--- src/rtl/bt_frame_assembler_pkg.sv ---
// Shared constants, state encoding and small helpers for the BlueTooth
// sensor frame assembler.
package bt_frame_assembler_pkg;

  localparam int         BT_DATA_WIDTH     = 8;
  localparam int         BT_FRAME_BYTES    = 11;
  localparam logic [7:0] BT_HEADER         = 8'h55;
  localparam int         BT_TIMEOUT_CYCLES = 500000;
  localparam int         BT_CNT_WIDTH      = 16;

  // Width of one assembled frame word (header byte in the MSBs).
  localparam int         BT_FRAME_WIDTH    = BT_FRAME_BYTES * BT_DATA_WIDTH;

  typedef enum logic [1:0] {
    BT_FRM_HUNT    = 2'd0,
    BT_FRM_COLLECT = 2'd1,
    BT_FRM_CHECK   = 2'd2,
    BT_FRM_OUTPUT  = 2'd3
  } bt_frm_state_e;

  // Bit offset of byte 'idx' inside the frame word; byte 0 sits at the top.
  function automatic int bt_frame_bit_lo(input int idx, input int frame_bytes,
                                         input int data_width);
    return (frame_bytes - 1 - idx) * data_width;
  endfunction

endpackage

--- src/rtl/bt_frame_watchdog.sv ---
// Inter-byte watchdog: counts enabled cycles since the last clear and emits
// a single-cycle expire pulse when the limit is reached.
module bt_frame_watchdog
  import bt_frame_assembler_pkg::*;
#(
  parameter int TIMEOUT_CYCLES = BT_TIMEOUT_CYCLES
) (
  input  logic clk,
  input  logic rst_n,
  input  logic en,
  input  logic clr,
  output logic expire
);

  localparam int             CW    = $clog2(TIMEOUT_CYCLES + 1);
  localparam logic [CW-1:0]  LIMIT = CW'(TIMEOUT_CYCLES - 1);

  logic [CW-1:0] cnt_q;
  logic [CW-1:0] cnt_d;

  // A clear always beats an expiry, so a byte landing on the last cycle wins.
  assign expire = en && !clr && (cnt_q == LIMIT);

  // Next count: restart on clear or expiry, advance only while enabled.
  always_comb begin
    cnt_d = cnt_q;
    if (clr || expire) begin
      cnt_d = '0;
    end else if (en) begin
      cnt_d = cnt_q + CW'(1);
    end else begin
      cnt_d = cnt_q;
    end
  end

  // Counter register.
  always_ff @(posedge clk or negedge rst_n) begin
    if (!rst_n) begin
      cnt_q <= '0;
    end else begin
      cnt_q <= cnt_d;
    end
  end

endmodule

--- src/rtl/bt_frame_assembler.sv ---
// Rebuilds fixed-length sensor frames (header, payload, 8-bit sum checksum)
// from the response FIFO byte stream and hands good frames downstream on a
// valid/ready handshake. Bad or stalled frames are dropped and counted.
module bt_frame_assembler
  import bt_frame_assembler_pkg::*;
#(
  parameter int                    DATA_WIDTH     = BT_DATA_WIDTH,
  parameter int                    FRAME_BYTES    = BT_FRAME_BYTES,
  parameter logic [DATA_WIDTH-1:0] HEADER         = DATA_WIDTH'(BT_HEADER),
  parameter int                    TIMEOUT_CYCLES = BT_TIMEOUT_CYCLES,
  parameter int                    CNT_WIDTH      = BT_CNT_WIDTH
) (
  input  logic                              clk,
  input  logic                              rst_n,
  output logic                              fifo_r_en,
  input  logic [DATA_WIDTH-1:0]             fifo_data_i,
  input  logic                              fifo_data_i_vld,
  input  logic                              fifo_empty,
  output logic [FRAME_BYTES*DATA_WIDTH-1:0] frame_o,
  output logic                              frame_vld,
  input  logic                              frame_rdy,
  output logic                              err_checksum,
  output logic                              err_timeout,
  output logic [CNT_WIDTH-1:0]              frame_cnt,
  output logic [CNT_WIDTH-1:0]              drop_cnt
);

  localparam int               FRAME_W  = FRAME_BYTES * DATA_WIDTH;
  localparam int               IDX_W    = $clog2(FRAME_BYTES);
  localparam logic [IDX_W-1:0] LAST_IDX = IDX_W'(FRAME_BYTES - 1);

  bt_frm_state_e         state_q, state_d;
  logic                  pending_q, pending_d;
  logic [IDX_W-1:0]      idx_q, idx_d;
  logic [DATA_WIDTH-1:0] sum_q, sum_d;
  logic [DATA_WIDTH-1:0] chk_q, chk_d;
  logic [DATA_WIDTH-1:0] buf_q [FRAME_BYTES];
  logic [DATA_WIDTH-1:0] buf_d [FRAME_BYTES];
  logic [FRAME_W-1:0]    frame_q, frame_d;
  logic                  frame_vld_q, frame_vld_d;
  logic                  err_chk_q, err_chk_d;
  logic                  err_to_q, err_to_d;
  logic [CNT_WIDTH-1:0]  frame_cnt_q, frame_cnt_d;
  logic [CNT_WIDTH-1:0]  drop_cnt_q, drop_cnt_d;

  logic                  rd_state_s;
  logic                  byte_acc_s;
  logic                  wd_en_s;
  logic                  wd_clr_s;
  logic                  wd_expire_s;
  logic [FRAME_W-1:0]    frame_pack_s;

  // Only one read in flight; the strobe is held low while in reset so the
  // FIFO never sees a read before the assembler is running.
  assign rd_state_s = (state_q == BT_FRM_HUNT) || (state_q == BT_FRM_COLLECT);
  assign fifo_r_en  = rst_n && rd_state_s && !fifo_empty && !pending_q && !fifo_data_i_vld;

  // A valid with no read outstanding is ignored.
  assign byte_acc_s = fifo_data_i_vld && pending_q;

  // Watchdog runs only while waiting on an empty FIFO inside a frame.
  assign wd_en_s  = (state_q == BT_FRM_COLLECT) && !pending_q;
  assign wd_clr_s = (state_q != BT_FRM_COLLECT) || byte_acc_s;

  bt_frame_watchdog #(
    .TIMEOUT_CYCLES(TIMEOUT_CYCLES)
  ) u_watchdog (
    .clk    (clk),
    .rst_n  (rst_n),
    .en     (wd_en_s),
    .clr    (wd_clr_s),
    .expire (wd_expire_s)
  );

  // Outstanding-read tracker: set by the strobe, cleared by the returning data.
  always_comb begin
    pending_d = pending_q;
    if (fifo_r_en) begin
      pending_d = 1'b1;
    end else if (fifo_data_i_vld) begin
      pending_d = 1'b0;
    end else begin
      pending_d = pending_q;
    end
  end

  // Pack the byte buffer into the output word, header in the MSBs.
  always_comb begin
    frame_pack_s = '0;
    for (int i = 0; i < FRAME_BYTES; i++) begin
      frame_pack_s[bt_frame_bit_lo(i, FRAME_BYTES, DATA_WIDTH) +: DATA_WIDTH] = buf_q[i];
    end
  end

  // Frame FSM next-state, datapath and output-register inputs.
  always_comb begin
    state_d     = state_q;
    idx_d       = idx_q;
    sum_d       = sum_q;
    chk_d       = chk_q;
    buf_d       = buf_q;
    frame_d     = frame_q;
    frame_vld_d = frame_vld_q;
    err_chk_d   = 1'b0;
    err_to_d    = 1'b0;
    frame_cnt_d = frame_cnt_q;
    drop_cnt_d  = drop_cnt_q;

    case (state_q)
      BT_FRM_HUNT: begin
        if (byte_acc_s && (fifo_data_i == HEADER)) begin
          buf_d[0] = fifo_data_i;
          sum_d    = HEADER;
          idx_d    = IDX_W'(1);
          state_d  = BT_FRM_COLLECT;
        end else begin
          state_d = BT_FRM_HUNT;
        end
      end

      BT_FRM_COLLECT: begin
        if (byte_acc_s) begin
          // A header value here is plain payload; there is no resync.
          buf_d[idx_q] = fifo_data_i;
          if (idx_q < LAST_IDX) begin
            sum_d = sum_q + fifo_data_i;
            idx_d = idx_q + IDX_W'(1);
          end else begin
            chk_d   = fifo_data_i;
            state_d = BT_FRM_CHECK;
          end
        end else if (wd_expire_s) begin
          err_to_d   = 1'b1;
          drop_cnt_d = drop_cnt_q + CNT_WIDTH'(1);
          idx_d      = '0;
          state_d    = BT_FRM_HUNT;
        end else begin
          state_d = BT_FRM_COLLECT;
        end
      end

      BT_FRM_CHECK: begin
        idx_d = '0;
        if (sum_q == chk_q) begin
          frame_d     = frame_pack_s;
          frame_vld_d = 1'b1;
          state_d     = BT_FRM_OUTPUT;
        end else begin
          err_chk_d  = 1'b1;
          drop_cnt_d = drop_cnt_q + CNT_WIDTH'(1);
          state_d    = BT_FRM_HUNT;
        end
      end

      BT_FRM_OUTPUT: begin
        if (frame_rdy) begin
          frame_vld_d = 1'b0;
          frame_cnt_d = frame_cnt_q + CNT_WIDTH'(1);
          state_d     = BT_FRM_HUNT;
        end else begin
          state_d = BT_FRM_OUTPUT;
        end
      end

      default: begin
        frame_vld_d = 1'b0;
        idx_d       = '0;
        state_d     = BT_FRM_HUNT;
      end
    endcase
  end

  // State, datapath and output registers; reset discards any partial frame.
  always_ff @(posedge clk or negedge rst_n) begin
    if (!rst_n) begin
      state_q     <= BT_FRM_HUNT;
      pending_q   <= 1'b0;
      idx_q       <= '0;
      sum_q       <= '0;
      chk_q       <= '0;
      for (int i = 0; i < FRAME_BYTES; i++) begin
        buf_q[i] <= '0;
      end
      frame_q     <= '0;
      frame_vld_q <= 1'b0;
      err_chk_q   <= 1'b0;
      err_to_q    <= 1'b0;
      frame_cnt_q <= '0;
      drop_cnt_q  <= '0;
    end else begin
      state_q     <= state_d;
      pending_q   <= pending_d;
      idx_q       <= idx_d;
      sum_q       <= sum_d;
      chk_q       <= chk_d;
      buf_q       <= buf_d;
      frame_q     <= frame_d;
      frame_vld_q <= frame_vld_d;
      err_chk_q   <= err_chk_d;
      err_to_q    <= err_to_d;
      frame_cnt_q <= frame_cnt_d;
      drop_cnt_q  <= drop_cnt_d;
    end
  end

  assign frame_o      = frame_q;
  assign frame_vld    = frame_vld_q;
  assign err_checksum = err_chk_q;
  assign err_timeout  = err_to_q;
  assign frame_cnt    = frame_cnt_q;
  assign drop_cnt     = drop_cnt_q;

endmodule
--- config.mk ---
export PLATFORM = sky130hd
export DESIGN_NAME = bt_frame_assembler
export DESIGN_NICKNAME = d
export VERILOG_FILES = /design/src/rtl/bt_frame_assembler_pkg.sv /design/src/rtl/bt_frame_watchdog.sv /design/src/rtl/bt_frame_assembler.sv
export SDC_FILE = /design/constraint.sdc
export NUM_CORES = 1
export LEC_CHECK = 0
export ABC_AREA = 1
export BUFFER_PORTS_ARGS = -buffer_cell sky130_fd_sc_hd__buf_2
export CAP_MARGIN = 10
export CORE_MARGIN = 10
export CORE_UTILIZATION = 45
export CTS_CLUSTER_SIZE = 12
export DETAILED_ROUTE_END_ITERATION = 6
export GPL_ROUTABILITY_DRIVEN = 0
export PLACE_DENSITY = 0.73
export SYNTH_ARGS = -nofsm -noshare
export SYNTH_HDL_FRONTEND = slang
export SYNTH_SLANG_ARGS = --single-unit
--- constraint.sdc ---
create_clock -name clk -period 2.3 [get_ports clk]
set_input_delay 0.69 -clock clk [delete_from_list [all_inputs] [get_ports clk]]
set_output_delay 0.69 -clock clk [all_outputs]
set_load 0.005 [all_outputs]
==> results.md <==
- R2r setup slk: about 0.29 ns
- Crit share post-route: between 90% and 100%
- Die width: between 150 and 200 um
- Global route overflow: 0
- Via count: between 8k and 9k
- Sequential cell area: 6330 um2
- Buf+Inv Stages, Crit Path: 2
- Post-DRT Antenna Nets: 0
- Die height: 177 um
- Peak supply drop: around 0.52 mV
- Overall Power: just over 0.01 W
- Synth Net Count: 1307
- Worst-Margin Slew: about 1.1 ns
- Core area: 24300 um2
- Top-Level Pins: between 100 and 150
- Highest Clock Rate: between 400 and 500 MHz
- Nets: 1454
- Data required time of the worst path: about 1.6 ns
- Vias in the first global route: between 8k and 9k
- FILL cells: about 2.2k
- Place WS: 0.144 ns
- CTS tree: built
- Yosys reg bits: between 200 and 300
- CP Max Fanout: 4
- DRC viols: 0
- CP Class: flop to output pin
- Critical-path cell list: inv_2, ha_4, o21ai_2, nor2_1, buf_2
- Clk_skew: 0.00676 ns
- Max-cap viol count: 0
- Initial antenna violation count: 0
- Total track usage: about 17%
- Synth unique cells: 33
- Slew Viols, Final: 0
- Cell Rows: 57
- CTS buffer count: 27
- LEAKAGE: approximately 7 nW
- Seq/Total Area, Yosys: between 50 and 60%
- Fin worst setup slack: about 0.11 ns
- Fin Setup TNS: 0 ns
- Initial DRC count: between 600 and 700
- Post-Syn Instances: 1274
- Synth warn: 0
- Slew HR: 25.7%
- Top_reg_cell synth: dfrtp_1
- Most frequent cells in the layout: 366 x nand2_1, 252 x dfrtp_1, 202 x o21ai_0
- Async S/R FF share, synth: 100%
- Largest net degree at the start of global routing: 203
- Mean Syn Cell Area: ~8.8 um2
- CP arrival: around 1.5 ns
- Final core utilization: a little over half
- Initial Utilization: about 46%
- DRT Pass-1 Iters: 5
- R2R Path End: frame_cnt[13]
- Final hold vios: 0
- Clock Latency Late Sink: ~0.53 ns
- Reg2reg path depth: 10
- First-pass GRT wire length: 43600 um
- Status: completed
- Critical Path Source: state_q[0]
- Nature of the critical path endpoint: output pin
- Unrepaired setup endpoints after global routing: no
- CTS max path bufs: 3
- Drt wl/cell: roughly 15 um
- Mapped Area: ~11000 um2
- Crit-path leading delay family: flip-flops
- Setup violators final: 0
- Number of port buffers: roughly 140
- CP max-delay cell: dfrtp_2
- WL final: about 27000 um
- Layout cells sized above 1: between 10% and 20%
- Final Critical Period: 2.19 ns
- Startpoint types: flop
- Layout area overhead: 18.0%
- Root buffer cell: clkbuf_16
- ANT cells: 0
- Area of the multi-input gates: about 4000 um2
- EDFF count, synth: 0
- Clock Sinks: between 200 and 300
- Slowest stage delay, CP: about 0.42 ns
- Vias per inst: ~5
- DP HPWL: ~18000 um
- Worst-path clk slew: ~0.060 ns
- Die area: ~31000 um2
- Cell Pwr Density: just under 800 nW/um2
- Htree depth: 1
- Worst Hold Class: input pin to asynchronous set/reset pin
- RR Startpoint: state_q[1]
- Most common cell after layout, fill and taps aside: nand2_1
==> synth_stat cells, types with 3 or more instances <==
| library cell | number | area, um2 |
|---|---|---|
| xor2_1 | 23 | 201 |
| nand2_1 | 366 | 1370 |
| nor2_1 | 52 | 195 |
| nand3_1 | 47 | 235 |
| xnor2_1 | 17 | 149 |
| o21bai_1 | 3 | 22.5 |
| clkbuf_1 | 18 | 67.6 |
| a21oi_1 | 18 | 90.1 |
| nor2_2 | 3 | 18.8 |
| inv_1 | 159 | 597 |
| nor2_4 | 6 | 67.6 |
| buf_4 | 4 | 30.0 |
| dfrtp_1 | 253 | 6330 |
| nand4_1 | 12 | 75.1 |
| nand3_2 | 4 | 40.0 |
| buf_2 | 24 | 120 |
| o21ai_0 | 203 | 1020 |
| nor3_1 | 22 | 110 |
| ha_1 | 19 | 238 |
==> metal layers <==
metal	GRT usage, %	vias up	wire [um]
li1	-	4309	-
met1	21.6	4034	11600
met2	27.9	228	12500
met3	3.61	49	1810
met4	4.48	0	657
met5	0	-	0
==> state kept, by name, indices dropped and copies added (netlist names) <==
name and count:
buf_q 88, frame_o 88, u_watchdog.cnt_q 19, drop_cnt 16, frame_cnt 16, chk_q 8
sum_q 8, idx_q 4, state_q 2, err_checksum 1, err_timeout 1, frame_vld 1
pending_q 1
==> stage by stage <==
step	instances	area, um2	hold WS, ns
5_1_grt	1756	13200	0.292
2_1_floorplan	1274	11200	0.394
6_report	1756	13200	0.264
3_3_place_gp	1712	12300	0.460
4_1_cts	1755	13100	0.286
3_5_place_dp	1712	12300	0.468
==> kinds of logic (layout without fill, tap and decap cells) <==
group | after synthesis | in the layout | share of synthesized area (%)
adders and majority gates | 20 | 20 | 2.31
AOI/OAI and AO/OA | 229 | 229 | 10.4
and+or+nand+nor | 522 | 523 | 19.7
xor gates and xnor gates | 40 | 40 | 3.14
DFF | 253 | 253 | 56.8
buffers and inverters | 210 | 367 | 7.65
==> report_power, final <==
group	internal (W)	leakage [nW]	total, W	switching [W]
combinational	0.000527	3.40	0.00143	0.000901
clock	0.00238	0.400	0.00402	0.00164
sequential	0.00472	3.06	0.00493	0.000213
total	0.00763	6.85	0.0104	0.00275
==> repair_timing <==
| item | CTS | global route |
|---|---|---|
| gates cloned | 0 | 1 |
| hold buffers | 1 | 0 |
| gates resized for setup | 6 | 5 |
| endpoints found under the setup margin | 1 | 3 |
| hold endpoints to repair | 7 | 0 |
| setup buffers | 2 | 0 |
| pin swaps | 0 | 1 |
==> worst max path at each step <==
stage,endpoint,slack [ns],cells past startpoint
after floorplan,fifo_r_en,0.30,5
after global placement,sum_q[6],0.14,11
after detailed placement,sum_q[6],0.14,11
after CTS,fifo_r_en,0.002,5
after global routing,fifo_r_en,0.03,5
final,fifo_r_en,0.11,5
==> worst reg2reg max path: cells and delay by family, from the launching register on <==
family / cells / cell delay (ns)
XOR/XNOR: 1 / 0.14
adder cells (fa/ha/maj): 1 / 0.23
buffers and inverters: 1 / 0.14
flip-flops: 1 / 0.38
AND/OR/NAND/NOR: 7 / 1.01
==> cell type report <==
class | count | share of cell area [%]
clock inverters | 4 | 0.371
repair buffers | 166 | 7.46
inverters | 161 | 4.59
clock buffers | 36 | 5.77
multi-input cells | 812 | 30.6
flip-flops and latches | 253 | 48.1
well taps | 324 | 3.08
Power figures use the tool's default switching activity.
